===== src/rtl/pio_led_sequencer_if.sv =====
// rtl/pio_led_sequencer_if.sv - Avalon-MM bus between the LED sequencer and the LED PIO slave
interface pio_led_sequencer_if;
    logic [2:0]  m_address;
    logic        m_chipselect;
    logic        m_write_n;
    logic [31:0] m_writedata;
    logic [31:0] m_readdata;

    modport master (
        output m_address,
        output m_chipselect,
        output m_write_n,
        output m_writedata,
        input  m_readdata
    );

    modport slave (
        input  m_address,
        input  m_chipselect,
        input  m_write_n,
        input  m_writedata,
        output m_readdata
    );
endinterface


===== src/rtl/pio_led_sequencer.sv =====
// rtl/pio_led_sequencer.sv - autonomous LED PIO pattern sequencer; optional readback via PIO_LED_SEQ_READBACK_EN
module pio_led_sequencer #(
    parameter int unsigned TICK_DIV = 50000000
) (
    input  logic                       clk,
    input  logic                       reset_n,
    input  logic                       enable,
    input  logic [1:0]                 mode,
    input  logic [3:0]                 hold_value,
    pio_led_sequencer_if.master        bus,
    output logic                       busy,
    output logic                       step_pulse,
    output logic [3:0]                 cur_pattern,
    output logic                       mismatch,
    output logic [7:0]                 err_count
);

    localparam logic [2:0]  ADDR_DATA   = 3'd0;
    localparam logic [2:0]  ADDR_DIR    = 3'd1;
    localparam logic [2:0]  ADDR_OUTCLR = 3'd5;
    localparam logic [31:0] RELOAD      = TICK_DIV - 32'd1;

    localparam logic [1:0]  MODE_WALK  = 2'd0;
    localparam logic [1:0]  MODE_BLINK = 2'd1;
    localparam logic [1:0]  MODE_COUNT = 2'd2;

    typedef enum logic [2:0] {
        IDLE,
        DIR,
        STEP,
        WAIT,
        RB_REQ,
        RB_CHK,
        CLR
    } state_t;

    state_t      state;
    state_t      state_next;
    logic [31:0] period_cnt;
    logic [1:0]  last_mode;
    logic        first_step;
    logic [3:0]  next_pattern;

    // Pattern to emit at the next STEP: restart value after enable or a mode change, else advance
    always_comb begin
        next_pattern = 4'h0;
        if (first_step || (mode != last_mode)) begin
            case (mode)
                MODE_WALK:  next_pattern = 4'h1;
                MODE_BLINK: next_pattern = 4'hF;
                MODE_COUNT: next_pattern = 4'h0;
                default:    next_pattern = hold_value;
            endcase
        end else begin
            case (mode)
                MODE_WALK:  next_pattern = {cur_pattern[2:0], cur_pattern[3]};
                MODE_BLINK: next_pattern = ~cur_pattern;
                MODE_COUNT: next_pattern = cur_pattern + 4'd1;
                default:    next_pattern = hold_value;
            endcase
        end
    end

    // Next-state and bus/strobe decode; every write is a single idle-free cycle
    always_comb begin
        state_next           = state;
        bus.m_address        = ADDR_DATA;
        bus.m_chipselect     = 1'b0;
        bus.m_write_n        = 1'b1;
        bus.m_writedata      = 32'd0;
        step_pulse           = 1'b0;
        case (state)
            IDLE: begin
                if (enable) begin
                    state_next = DIR;
                end
            end
            DIR: begin
                bus.m_address    = ADDR_DIR;
                bus.m_chipselect = 1'b1;
                bus.m_write_n    = 1'b0;
                bus.m_writedata  = 32'h0000_000F;
                state_next       = STEP;
            end
            STEP: begin
                bus.m_address    = ADDR_DATA;
                bus.m_chipselect = 1'b1;
                bus.m_write_n    = 1'b0;
                bus.m_writedata  = {28'd0, next_pattern};
                step_pulse       = 1'b1;
`ifdef PIO_LED_SEQ_READBACK_EN
                state_next       = RB_REQ;
`else
                state_next       = WAIT;
`endif
            end
`ifdef PIO_LED_SEQ_READBACK_EN
            RB_REQ: begin
                // Read request only: chipselect with write strobe inactive
                bus.m_address    = ADDR_DATA;
                bus.m_chipselect = 1'b1;
                state_next       = RB_CHK;
            end
            RB_CHK: begin
                state_next = WAIT;
            end
`endif
            WAIT: begin
                if (!enable) begin
                    state_next = CLR;
                end else if (period_cnt == 32'd1) begin
                    state_next = STEP;
                end
            end
            CLR: begin
                bus.m_address    = ADDR_OUTCLR;
                bus.m_chipselect = 1'b1;
                bus.m_write_n    = 1'b0;
                bus.m_writedata  = 32'h0000_000F;
                state_next       = IDLE;
            end
            default: begin
                state_next = IDLE;
            end
        endcase
    end

    assign busy = (state != IDLE);

    // State register
    always_ff @(posedge clk or negedge reset_n) begin
        if (!reset_n) begin
            state <= IDLE;
        end else begin
            state <= state_next;
        end
    end

    // Period counter: loaded on each pattern write, counts down through readback and wait cycles
    always_ff @(posedge clk or negedge reset_n) begin
        if (!reset_n) begin
            period_cnt <= 32'd0;
        end else if (state == STEP) begin
            period_cnt <= RELOAD;
        end else if ((state == WAIT || state == RB_REQ || state == RB_CHK) && period_cnt != 32'd0) begin
            period_cnt <= period_cnt - 32'd1;
        end
    end

    // Pattern history: DIR arms a restart, STEP records the value and mode actually written
    always_ff @(posedge clk or negedge reset_n) begin
        if (!reset_n) begin
            cur_pattern <= 4'h0;
            last_mode   <= 2'd0;
            first_step  <= 1'b1;
        end else if (state == DIR) begin
            first_step  <= 1'b1;
        end else if (state == STEP) begin
            cur_pattern <= next_pattern;
            last_mode   <= mode;
            first_step  <= 1'b0;
        end
    end

`ifdef PIO_LED_SEQ_READBACK_EN
    logic unused_readdata;
    assign unused_readdata = ^bus.m_readdata[31:4];

    // Readback compare: sticky flag plus saturating error counter
    always_ff @(posedge clk or negedge reset_n) begin
        if (!reset_n) begin
            mismatch  <= 1'b0;
            err_count <= 8'd0;
        end else if (state == RB_CHK && bus.m_readdata[3:0] != cur_pattern) begin
            mismatch <= 1'b1;
            if (err_count != 8'hFF) begin
                err_count <= err_count + 8'd1;
            end
        end
    end
`else
    logic unused_readdata;
    assign unused_readdata = ^bus.m_readdata;
    assign mismatch        = 1'b0;
    assign err_count       = 8'd0;
`endif

endmodule


===== src/flat_wrapper.sv =====
// flat-port wrapper written by rule: the top's interface ports become plain ports
module pio_led_sequencer_flat 
#(
    parameter int unsigned TICK_DIV = 50000000
)
  (clk, reset_n, enable, mode, hold_value, busy, step_pulse, cur_pattern, mismatch, err_count, bus_m_address, bus_m_chipselect, bus_m_write_n, bus_m_writedata, bus_m_readdata);
  pio_led_sequencer_if bus_i ();
  input  logic clk;
  input  logic reset_n;
  input  logic enable;
  input  logic [1:0] mode;
  input  logic [3:0] hold_value;
  output logic busy;
  output logic step_pulse;
  output logic [3:0] cur_pattern;
  output logic mismatch;
  output logic [7:0] err_count;
  output wire logic [$bits(bus_i.m_address)-1:0] bus_m_address;
  output wire logic [$bits(bus_i.m_chipselect)-1:0] bus_m_chipselect;
  output wire logic [$bits(bus_i.m_write_n)-1:0] bus_m_write_n;
  output wire logic [$bits(bus_i.m_writedata)-1:0] bus_m_writedata;
  input wire logic [$bits(bus_i.m_readdata)-1:0] bus_m_readdata;
  assign bus_m_address = bus_i.m_address;
  assign bus_m_chipselect = bus_i.m_chipselect;
  assign bus_m_write_n = bus_i.m_write_n;
  assign bus_m_writedata = bus_i.m_writedata;
  assign bus_i.m_readdata = bus_m_readdata;
  pio_led_sequencer #(.TICK_DIV(TICK_DIV)) u_core (.clk(clk), .reset_n(reset_n), .enable(enable), .mode(mode), .hold_value(hold_value), .bus(bus_i), .busy(busy), .step_pulse(step_pulse), .cur_pattern(cur_pattern), .mismatch(mismatch), .err_count(err_count));
endmodule

===== config.mk =====
export PLATFORM = sky130hd
export DESIGN_NAME = pio_led_sequencer_flat
export DESIGN_NICKNAME = d
export VERILOG_FILES = /design/src/rtl/pio_led_sequencer_if.sv /design/src/rtl/pio_led_sequencer.sv /design/src/flat_wrapper.sv
export SDC_FILE = /design/constraint.sdc
export NUM_CORES = 1
export LEC_CHECK = 0
export BUFFER_PORTS_ARGS = -buffer_cell sky130_fd_sc_hd__buf_4
export CORE_MARGIN = 2
export CORE_UTILIZATION = 35
export DETAILED_ROUTE_END_ITERATION = 7
export GPL_TIMING_DRIVEN = 0
export SYNTH_ARGS = -nofsm -noshare
export SYNTH_HDL_FRONTEND = slang
export SYNTH_SLANG_ARGS = --single-unit

===== constraint.sdc =====
create_clock -name clk -period 2.3 [get_ports clk]
set_input_delay 0.575 -clock clk [delete_from_list [all_inputs] [get_ports clk]]
set_output_delay 0.575 -clock clk [all_outputs]
set_load 0.005 [all_outputs]

# --- Word-level counts from Yosys, hierarchy flattened ---
# Cells that the tools add are included.
classes:
  add_sub_neg: 2
  eq_ne: 12
  mux: 16
  bitwise_logic: 2
  reduce_logical: 14
op_table:
  columns: ["operator", "n"]
  rows:
  - ["$mux 32", 2]
  - ["$eq 32x1->1 const B", 1]
  - ["$reduce_bool 32->1", 1]
  - ["$sub 32x1->32 const B", 1]
  - ["$pmux 4 s3", 2]
  - ["$pmux 3 s4", 1]
  - ["$eq 3x3->1 const B", 3]
  - ["$mux 3", 3]
  - ["$pmux 4 s2", 1]
  - ["$eq 3x2->1 const B", 2]
  - ["$pmux 3 s2", 1]
  - ["$mux 1", 5]
  - ["$add 4x1->4 const B", 1]
  - ["$mux 4", 1]
  - ["$not 4->4", 1]
  - ["$reduce_and 2->1", 2]
  - ["$reduce_bool 2->1", 2]
  - ["$eq 3x1->1 const B", 1]
  - ["$logic_not 3->1", 1]
  - ["$logic_or 1x1->1", 3]
  - ["$ne 3x2->1 const B", 1]
  - ["$reduce_bool 3->1", 1]
  - ["$reduce_or 3->1", 1]
  - ["$eq 2x1->1 const B", 1]
  - ["other kinds (7)", 7]
word_totals:
  ff_bits: 42
  out_inout_bits: 52
  elab_cells: 51

# --- Longest topological paths before layout ---
# Gate-level depths: netlist of run 1.
logic_depth:
  word_depth: 6
  ltp_mapped: 8

# --- Worst setup path before layout of run 1 ---
# OpenSTA, ideal clock, no wires.
synth_path:
  kind: "register to register"
  from: "register u_core.period_cnt[1]"
  to: "register u_core.period_cnt[26]"
  setup_time_ps: 79
  arrival_time_ps: 2232
  path_slack_ps: -11
  stages_incl_launch_ff: 9
  path_buffers: 1
  cell_sequence: "dfrtp_1 > inv_1 > ha_1 > nor2b_1 > o2111ai_1 > or4_1 > buf_2 > or4_1 > a21oi_1"
synth_via:
  elab_chain_cells: 3
  word_cells_on_any_way: 6
synth_lines:
  columns: ["item", "line_no", "text"]
  rows:
  - ["start, declared", "pio_led_sequencer.sv:39", "logic [31:0] period_cnt;"]
  - ["start signal, assigned", "pio_led_sequencer.sv:146", "period_cnt <= period_cnt - 32'd1;"]
  - ["$sub 32x1->32 or $reduce_bool 32->1 (tied branches)", "pio_led_sequencer.sv:146, pio_led_sequencer.sv:145", null]
  - ["$mux 32 or $logic_and 1x1->1 (tied branches)", "pio_led_sequencer.sv:145", "end else if ((state == WAIT || state == RB_REQ || state == RB_CHK) && period_cnt != 32'd0) begin"]
  - ["$mux 32 or $reduce_bool 2->1 (tied branches)", null, null]
# Parallel ways exist; a longest one is shown, timed or not. The select of a mux whose other input is x is not followed.
# A chain may end at the register's enable or synchronous reset.

# --- Worst setup path in the final report of run 1 ---
layout_path:
  from: "input mode[0]"
  to: "output bus_m_writedata[3]"
layout_via:
  elab_chain_cells: 4
  word_cells_on_any_way: 9
layout_lines:
  columns: ["item", "line_no", "text"]
  rows:
  - ["start, declared", "flat_wrapper.sv:11", "input logic [1:0] mode;"]
  - ["$eq 2x2->1, or another cell as far along", "pio_led_sequencer.sv:48, pio_led_sequencer.sv:55", null]
  - ["$pmux 4 s3, or another cell as far along", "pio_led_sequencer.sv:55", "case (mode)"]
  - ["$mux 4 *", "pio_led_sequencer.sv:47", "if (first_step || (mode != last_mode)) begin"]
  - ["$pmux 4 s2 *", "pio_led_sequencer.sv:72", "case (state)"]
  - ["end, declared", "flat_wrapper.sv:21", "output wire logic [$bits(bus_i.m_writedata)-1:0] bus_m_writedata;"]
# Mark *: on every way between the ends. The rest lies on a longest branch, timed or not.

==> qor.txt, run 1 <==
max-capacitance violation count = 0
Switching Power = 1.23 mW
Worst Tran Pin Value = 551 ps
floorplan die area = 8740 µm²
overall die height = 93.5 µm
number of rows created at floorplan = 32
weighted congestion reported at the end of routability-driven placement = 0.824
DRC Markers = 0
top area cells in the synthesized netlist = sky130_fd_sc_hd__dfrtp_1 37%, sky130_fd_sc_hd__buf_4 10%, sky130_fd_sc_hd__nand2_1 4.6%
average size of a mapped cell = 8.65 µm²
number of enable-type register cells in the synthesized netlist = 0
Setup violations, final = 3
Top delay family on crit path = compound AO/OA/AOI/OAI gates
switching part of the total power = 38.9%
number of antenna violations at the first check in global routing = 0
number of buffer cells added on primary ports = 22
Nets = 456
dominant cell by count in the synthesized netlist = sky130_fd_sc_hd__dfrtp_1
Total Power = 3.15 mW
number of buffers created by CTS = 5
result of the run = finished, violations left
vias = 2588
proportion of power drawn by the clock network = 15.8%
overall overflow remaining after global route = 0
worst min path class = primary input to asynchronous set/reset pin
post-synthesis to final-layout area growth = 32.6%
placed instance area = 3240 µm²
leakage power figure = 1.65 nW
Clock Skew = 11.9 ps
total track usage = 15.7%
Buf+Inv Stages, Crit Path = 3
Worst Hold Slack = 263 ps
global-route wire length before repair = 10900 µm
fraction of registers with async set/reset = 100%
Root Driver = sky130_fd_sc_hd__clkbuf_8
Combinational Power Share = 52.4%
CTS hold repair buffers = 0
placeable core region = 7730 µm²
final wirelength = 6780 µm
Slowest Stage Delay on Critical Path = 220 ps
area leader, netlist = sky130_fd_sc_hd__dfrtp_1
internal power = 1.93 mW
slowest stage cell on the critical path = sky130_fd_sc_hd__o221ai_2
Max Slew Vio Count = 0
share of post-route cells with drive strength above 1 = 34.1%
iteration count of the initial detailed-routing pass = 4
final count of hold timing violations = 0
Syn. warnings = 0
worst supply voltage drop on vdd = 0.286 mV
remaining number of nets flagged by the antenna check after routing = 0
drt via density = 5.03
placement-stage worst setup slack = -419 ps
wire per inst = 13.2 µm
endpoint arrival time on the critical path = 1750 ps
crit path time final = 2320 ps
initial core utilization = 36.3%
crit path cell chain = buf_4 > clkbuf_2 > nor2b_1 > a211oi_1 > a211oi_1 > o221ai_2 > nand2_1 > buf_4
register clock-pin slew on the reported worst setup and hold paths = 80 ps
via count of the first global-routing pass = 2243
count of boundary I/O pins = 93
setup repair after global routing missed its margin = yes
violated checks = negative setup slack
Sinks on Clock Net = 42
insertion delay of the later-clocked pin in the worst-skew pair = 300 ps
nature of the critical path startpoint = primary input
maximum number of pins on one net before global-route repair = 43
post-synthesis instance area = 2800 µm²
final-layout fill cell count = 739
top-area cell type share of the netlist area = 36.6%
antenna cell count = 0
Seq pwr share = 31.8%
Cells after Synth = 324
Pwr per Cell Area = 849 nW/µm²
H-tree depth = 2
Worst slew margin = 63.0%
final HPWL from detailed placement = 4440 µm
Worst Path Max Fanout = 10
most used standard cells in the synthesized netlist = 41 x sky130_fd_sc_hd__dfrtp_1, 38 x sky130_fd_sc_hd__buf_4, 34 x sky130_fd_sc_hd__nand2_1
Die X = 93.5 µm
setup slack of the critical path after layout = -22.3 ps
design area = 3710 µm²
part of the cycle the worst path needs = 101%
Fmax = 431 MHz
CP required = 1730 ps
synthesized flop and latch total = 42
CTS tree = built
FF/Latch Area = 1060 µm²
post-synth cell types = 53
area taken by multi-input logic gates = 1670 µm²
count of routing violations after the opening detailed-route iteration = 199
sequential cell area fraction in the yosys report = 37.6%
flip-flop cell with the highest count after synthesis = sky130_fd_sc_hd__dfrtp_1
CP endpoint kind = primary output
WS Path Type = primary input to primary output
clock buffer depth = 2
[per-stage QoR]
stage	cells	TNS (ps)	utilization (%)
after floorplan	361	0	-
after global placement	485	-2460	41.9
after detailed placement	485	-2720	41.9
after CTS	513	-29.2	46.6
after global routing	515	-656	48.1
final	515	-59.9	48.1
[cell usage in the layout (no fill, tap or decap), types with 7 or more instances in the layout]
| cell type | netlist | layout |
|---|---|---|
| sky130_fd_sc_hd__a211oi_1 | 9 | 9 |
| sky130_fd_sc_hd__dfrtp_1 | 41 | 38 |
| sky130_fd_sc_hd__clkbuf_8 | 0 | 8 |
| sky130_fd_sc_hd__o211ai_1 | 8 | 8 |
| sky130_fd_sc_hd__o21ai_0 | 14 | 13 |
| sky130_fd_sc_hd__or3_1 | 12 | 12 |
| sky130_fd_sc_hd__conb_1 | 1 | 38 |
| sky130_fd_sc_hd__nand4_1 | 7 | 7 |
| sky130_fd_sc_hd__a21oi_1 | 11 | 11 |
| sky130_fd_sc_hd__nand3_1 | 12 | 12 |
| sky130_fd_sc_hd__nor3_1 | 11 | 8 |
| sky130_fd_sc_hd__buf_4 | 38 | 88 |
| sky130_fd_sc_hd__nor2_1 | 16 | 15 |
| sky130_fd_sc_hd__nand2_1 | 34 | 34 |
[final timing paths]
check                                   endpoint  cells after the start               from  slack (ps)
max                           bus_m_writedata[3]                      8            mode[0]         -20
min                        u_core.period_cnt[10]                      1            reset_n         260
max reg2reg                u_core.period_cnt[26]                      7    u_core.state[2]           0
min reg2reg                    u_core.first_step                      2  u_core.first_step         500
max in group asynchronous  u_core.cur_pattern[0]                      1            reset_n        1650
min in group clk                 u_core.state[2]                      2             enable         450
[metal layers]
| metal | vias up | GRT usage (%) | wire length [µm] |
|---|---|---|---|
| li1 | 1295 | - | - |
| met1 | 1223 | 20.8 | 3080 |
| met2 | 61 | 25.8 | 3270 |
| met3 | 9 | 3.14 | 329 |
| met4 | 0 | 4.66 | 101 |
| met5 | - | 0 | 0 |
[registers in the layout, summed over array words and instances (netlist names)]
signal              count
u_core.period_cnt      32
u_core.cur_pattern      4
u_core.state            3
u_core.last_mode        2
u_core.first_step       1
[kinds of logic (layout without fill, tap and decap cells)]
logic type	count (synthesis)	after routing	share of synthesized area, %
and+or+nand+nor	139	139	27.7
AOI/OAI and AO/OA	67	67	16.4
buffers and inverters	62	114	13.5
DFF	42	42	37.6
muxes	6	6	2.14
xor gates and xnor gates	4	4	1.25
adders and majority gates	3	3	1.34
other	1	38	0.134
[power groups by stage]
stage | clock (mW) | sequential (mW) | combinational [mW]
CTS | 0.514 | 0.993 | 1.59
global route | 0.551 | 1.02 | 1.82
global placement | 0 | 1.02 | 1.18
detailed placement | 0 | 1.03 | 1.20
finish | 0.499 | 1.00 | 1.65
floorplan | 0 | 0.990 | 0.748
[cell type report]
cell class                 instances  share of cell area [%]
multi-input combinational        257                    44.9
sequential                        42                    28.4
buffer                            50                    10.1
timing repair buffer              48                    9.70
tap                              102                    3.44
clock buffer                       7                    2.32
inverter                           8                   0.876
clock inverter                     1                   0.135
[timing repair]
action / CTS / global route
gates resized for setup: 40 / 16
pin swaps: 9 / 5
endpoints found under the setup margin: 21 / 34
buffers inserted: 21 / 5
(Power assumes the default switching activity.)
==> run 2: changes to the inputs <==
- CORE_ASPECT_RATIO: unset -> 0.6
==> qor.txt, run 2 (synthesis results as in run 1) <==
setup repair after global routing missed its margin = yes
result of the run = finished, violations left
Clock Skew = 8.09 ps (-3.85 ps)
wire per inst = 14.9 µm (+13%)
count of routing violations after the opening detailed-route iteration = 220 (+11%)
antenna cell count = 0 (unchanged)
placement-stage worst setup slack = -449 ps (-30.1 ps)
final wirelength = 7870 µm (+16%)
Worst Tran Pin Value = 570 ps (+18.3 ps)
flip-flop count of the largest register after layout = 32 (unchanged)
max-capacitance violation count = 0 (unchanged)
CP required = 1730 ps (about the same)
most common cell after layout, fill and taps aside = sky130_fd_sc_hd__buf_4
slowest stage cell on the critical path = sky130_fd_sc_hd__dfrtp_2
total track usage = 17.9% (+2.2 points)
placeable core region = 7820 µm² (+1.2%)
Worst Path Max Fanout = 4 (-6)
drt via density = 5.16 (+2.7%)
post-synthesis to final-layout area growth = 40.4%
leakage power figure = 1.73 nW (+4.9%)
violated checks = negative setup slack
part of the cycle the worst path needs = 102% (+0.98 points)
global-route wire length before repair = 12200 µm (+12%)
iteration count of the initial detailed-routing pass = 5 (+1)
Die X = 120 µm (+28%)
Top reg by flops = u_core.period_cnt
via count of the first global-routing pass = 2354 (+4.9%)
Worst Hold Slack = 276 ps (+13.1 ps)
Nets = 462 (+1.3%)
CTS tree = built
number of non-filler instances in the completed layout = 527 (+2.3%)
placed instance area = 3240 µm² (+0.23%)
critical register-to-register path startpoint = u_core.period_cnt[19]
number of cells after detailed placement = 491 (+1.2%)
worst min path class = primary input to asynchronous set/reset pin
nature of the critical path startpoint = flop
WS Path Type = flop to primary output
busiest grt layer = met1
Crit Reg-Reg Endpoint = u_core.period_cnt[1]
maximum number of pins on one net before global-route repair = 43 (unchanged)
clock buffer depth = 2 (unchanged)
number of buffer cells added on primary ports = 22 (unchanged)
grt met3 use = 5.28% (+2.1 points)
weighted congestion reported at the end of routability-driven placement = 0.857 (+3.9%)
registers with the highest flip-flop counts = u_core.period_cnt: 32 flops, u_core.cur_pattern: 4 flops, u_core.state: 3 flops
number of rows created at floorplan = 25 (-22%)
number of antenna violations at the first check in global routing = 0 (unchanged)
endpoint arrival time on the critical path = 1770 ps (+20 ps)
design area = 3930 µm² (+5.9%)
met2 GRT Util = 23.6% (-2.2 points)
crit path cell chain = ha_4 > xor2_1 > mux2i_1 > o22ai_1 > a22oi_1 > o21ai_1 > buf_4
overall overflow remaining after global route = 0 (unchanged)
register clock-pin slew on the reported worst setup and hold paths = 60 ps (-20 ps)
Fmax = 426 MHz (-0.96%)
Root Driver = sky130_fd_sc_hd__clkbuf_16
number of cells traversed by the worst register-to-register path = 6 (-1)
Pwr per Cell Area = 922 nW/µm² (+8.5%)
top library cells by usage in the layout, fill and taps aside = 88 x sky130_fd_sc_hd__buf_4, 38 x sky130_fd_sc_hd__conb_1, 35 x sky130_fd_sc_hd__dfrtp_1
initial core utilization = 35.8% (-0.43 points)
number of buffers created by CTS = 5 (unchanged)
final HPWL from detailed placement = 5030 µm (+13%)
final-layout fill cell count = 742 (+0.41%)
met1 Track Usage GR = 27.7% (+6.9 points)
insertion delay of the later-clocked pin in the worst-skew pair = 290 ps (about the same)
final total negative setup slack = -109 ps (-48.7 ps)
reg-to-reg setup timing slack = 70 ps (+70 ps)
count of boundary I/O pins = 93 (unchanged)
CP endpoint kind = primary output
floorplan die area = 8760 µm² (+0.27%)
Worst slew margin = 61.7% (-1.2 points)
Setup violations, final = 3 (unchanged)
share of post-route cells with drive strength above 1 = 37.9% (+3.8 points)
CTS hold repair buffers = 0 (unchanged)
Slowest Stage Delay on Critical Path = 440 ps (+220 ps)
Sinks on Clock Net = 42 (unchanged)
Max Slew Vio Count = 0 (unchanged)
vias = 2721 (+5.1%)
DRC Markers = 0 (unchanged)
area taken by multi-input logic gates = 1730 µm² (+3.6%)
FF/Latch Area = 1060 µm² (+0.36%)
final count of hold timing violations = 0 (unchanged)
overall die height = 73.3 µm (-22%)
H-tree depth = 2 (unchanged)
worst supply voltage drop on vdd = 0.513 mV (+79%)
remaining number of nets flagged by the antenna check after routing = 0 (unchanged)
setup slack of the critical path after layout = -44.8 ps (-22.6 ps)
crit path time final = 2340 ps (+22.6 ps)
-- run 2: area by class of cell --
type | instances | share of cell area (%)
multi-input cells | 257 | 44.0
flip-flops and latches | 42 | 26.9
plain buffers | 51 | 10.4
repair buffers | 53 | 10.2
well taps | 108 | 3.44
clock buffers | 7 | 3.37
inverters | 8 | 0.827
clock inverters | 1 | 0.764
-- run 2: timing repair --
action,4_1_cts,5_1_grt
gates resized for setup,53,35
endpoints found under the setup margin,29,28
pin swaps,11,19
buffers inserted,25,7
-- run 2: report_power, final --
| part | internal [mW] | switching [mW] | total [mW] |
|---|---|---|---|
| clock | 0.514 | 0.297 | 0.811 |
| combinational | 0.893 | 0.902 | 1.80 |
| sequential | 0.866 | 0.151 | 1.02 |
| total | 2.27 | 1.35 | 3.62 |
-- run 2: metrics by stage --
stage	power [mW]	util (%)
floorplan	1.74	-
global placement	2.22	41.5
detailed placement	2.26	41.5
CTS	3.51	48.2
global route	3.84	50.3
finish	3.62	50.3
-- run 2: critical path, delay by kind of cell, from the launching register on --
| kind | cells | cell delay, ps |
|---|---|---|
| AO/OA/AOI/OAI | 3 | 440 |
| XOR/XNOR | 1 | 150 |
| adder cells (fa/ha/maj) | 1 | 160 |
| buffers and inverters | 1 | 150 |
| flip-flops | 1 | 440 |
| multiplexers | 1 | 140 |
-- run 2: routing by layer --
metal / routed length (µm) / share of wire (%) / up-vias
met5: 0 / 0 / -
met4: 63 / 0.80 / 0
met3: 625 / 7.9 / 8
met2: 3340 / 42 / 105
met1: 3850 / 49 / 1307
li1: - / - / 1301
-- run 2: worst max-delay path by stage --
stage / cells after the start / endpoint / slack, ps / start
final: 7 / bus_m_writedata[2] / -40 / u_core.cur_pattern[0]
after global routing: 7 / bus_m_writedata[2] / -140 / u_core.cur_pattern[0]
after CTS: 8 / bus_m_writedata[1] / -50 / u_core.state[2]
after detailed placement: 9 / bus_m_writedata[3] / -450 / u_core.state[2]
after global placement: 9 / bus_m_writedata[3] / -480 / u_core.state[2]
after floorplan: 8 / u_core.period_cnt[26] / 30 / u_core.period_cnt[1]
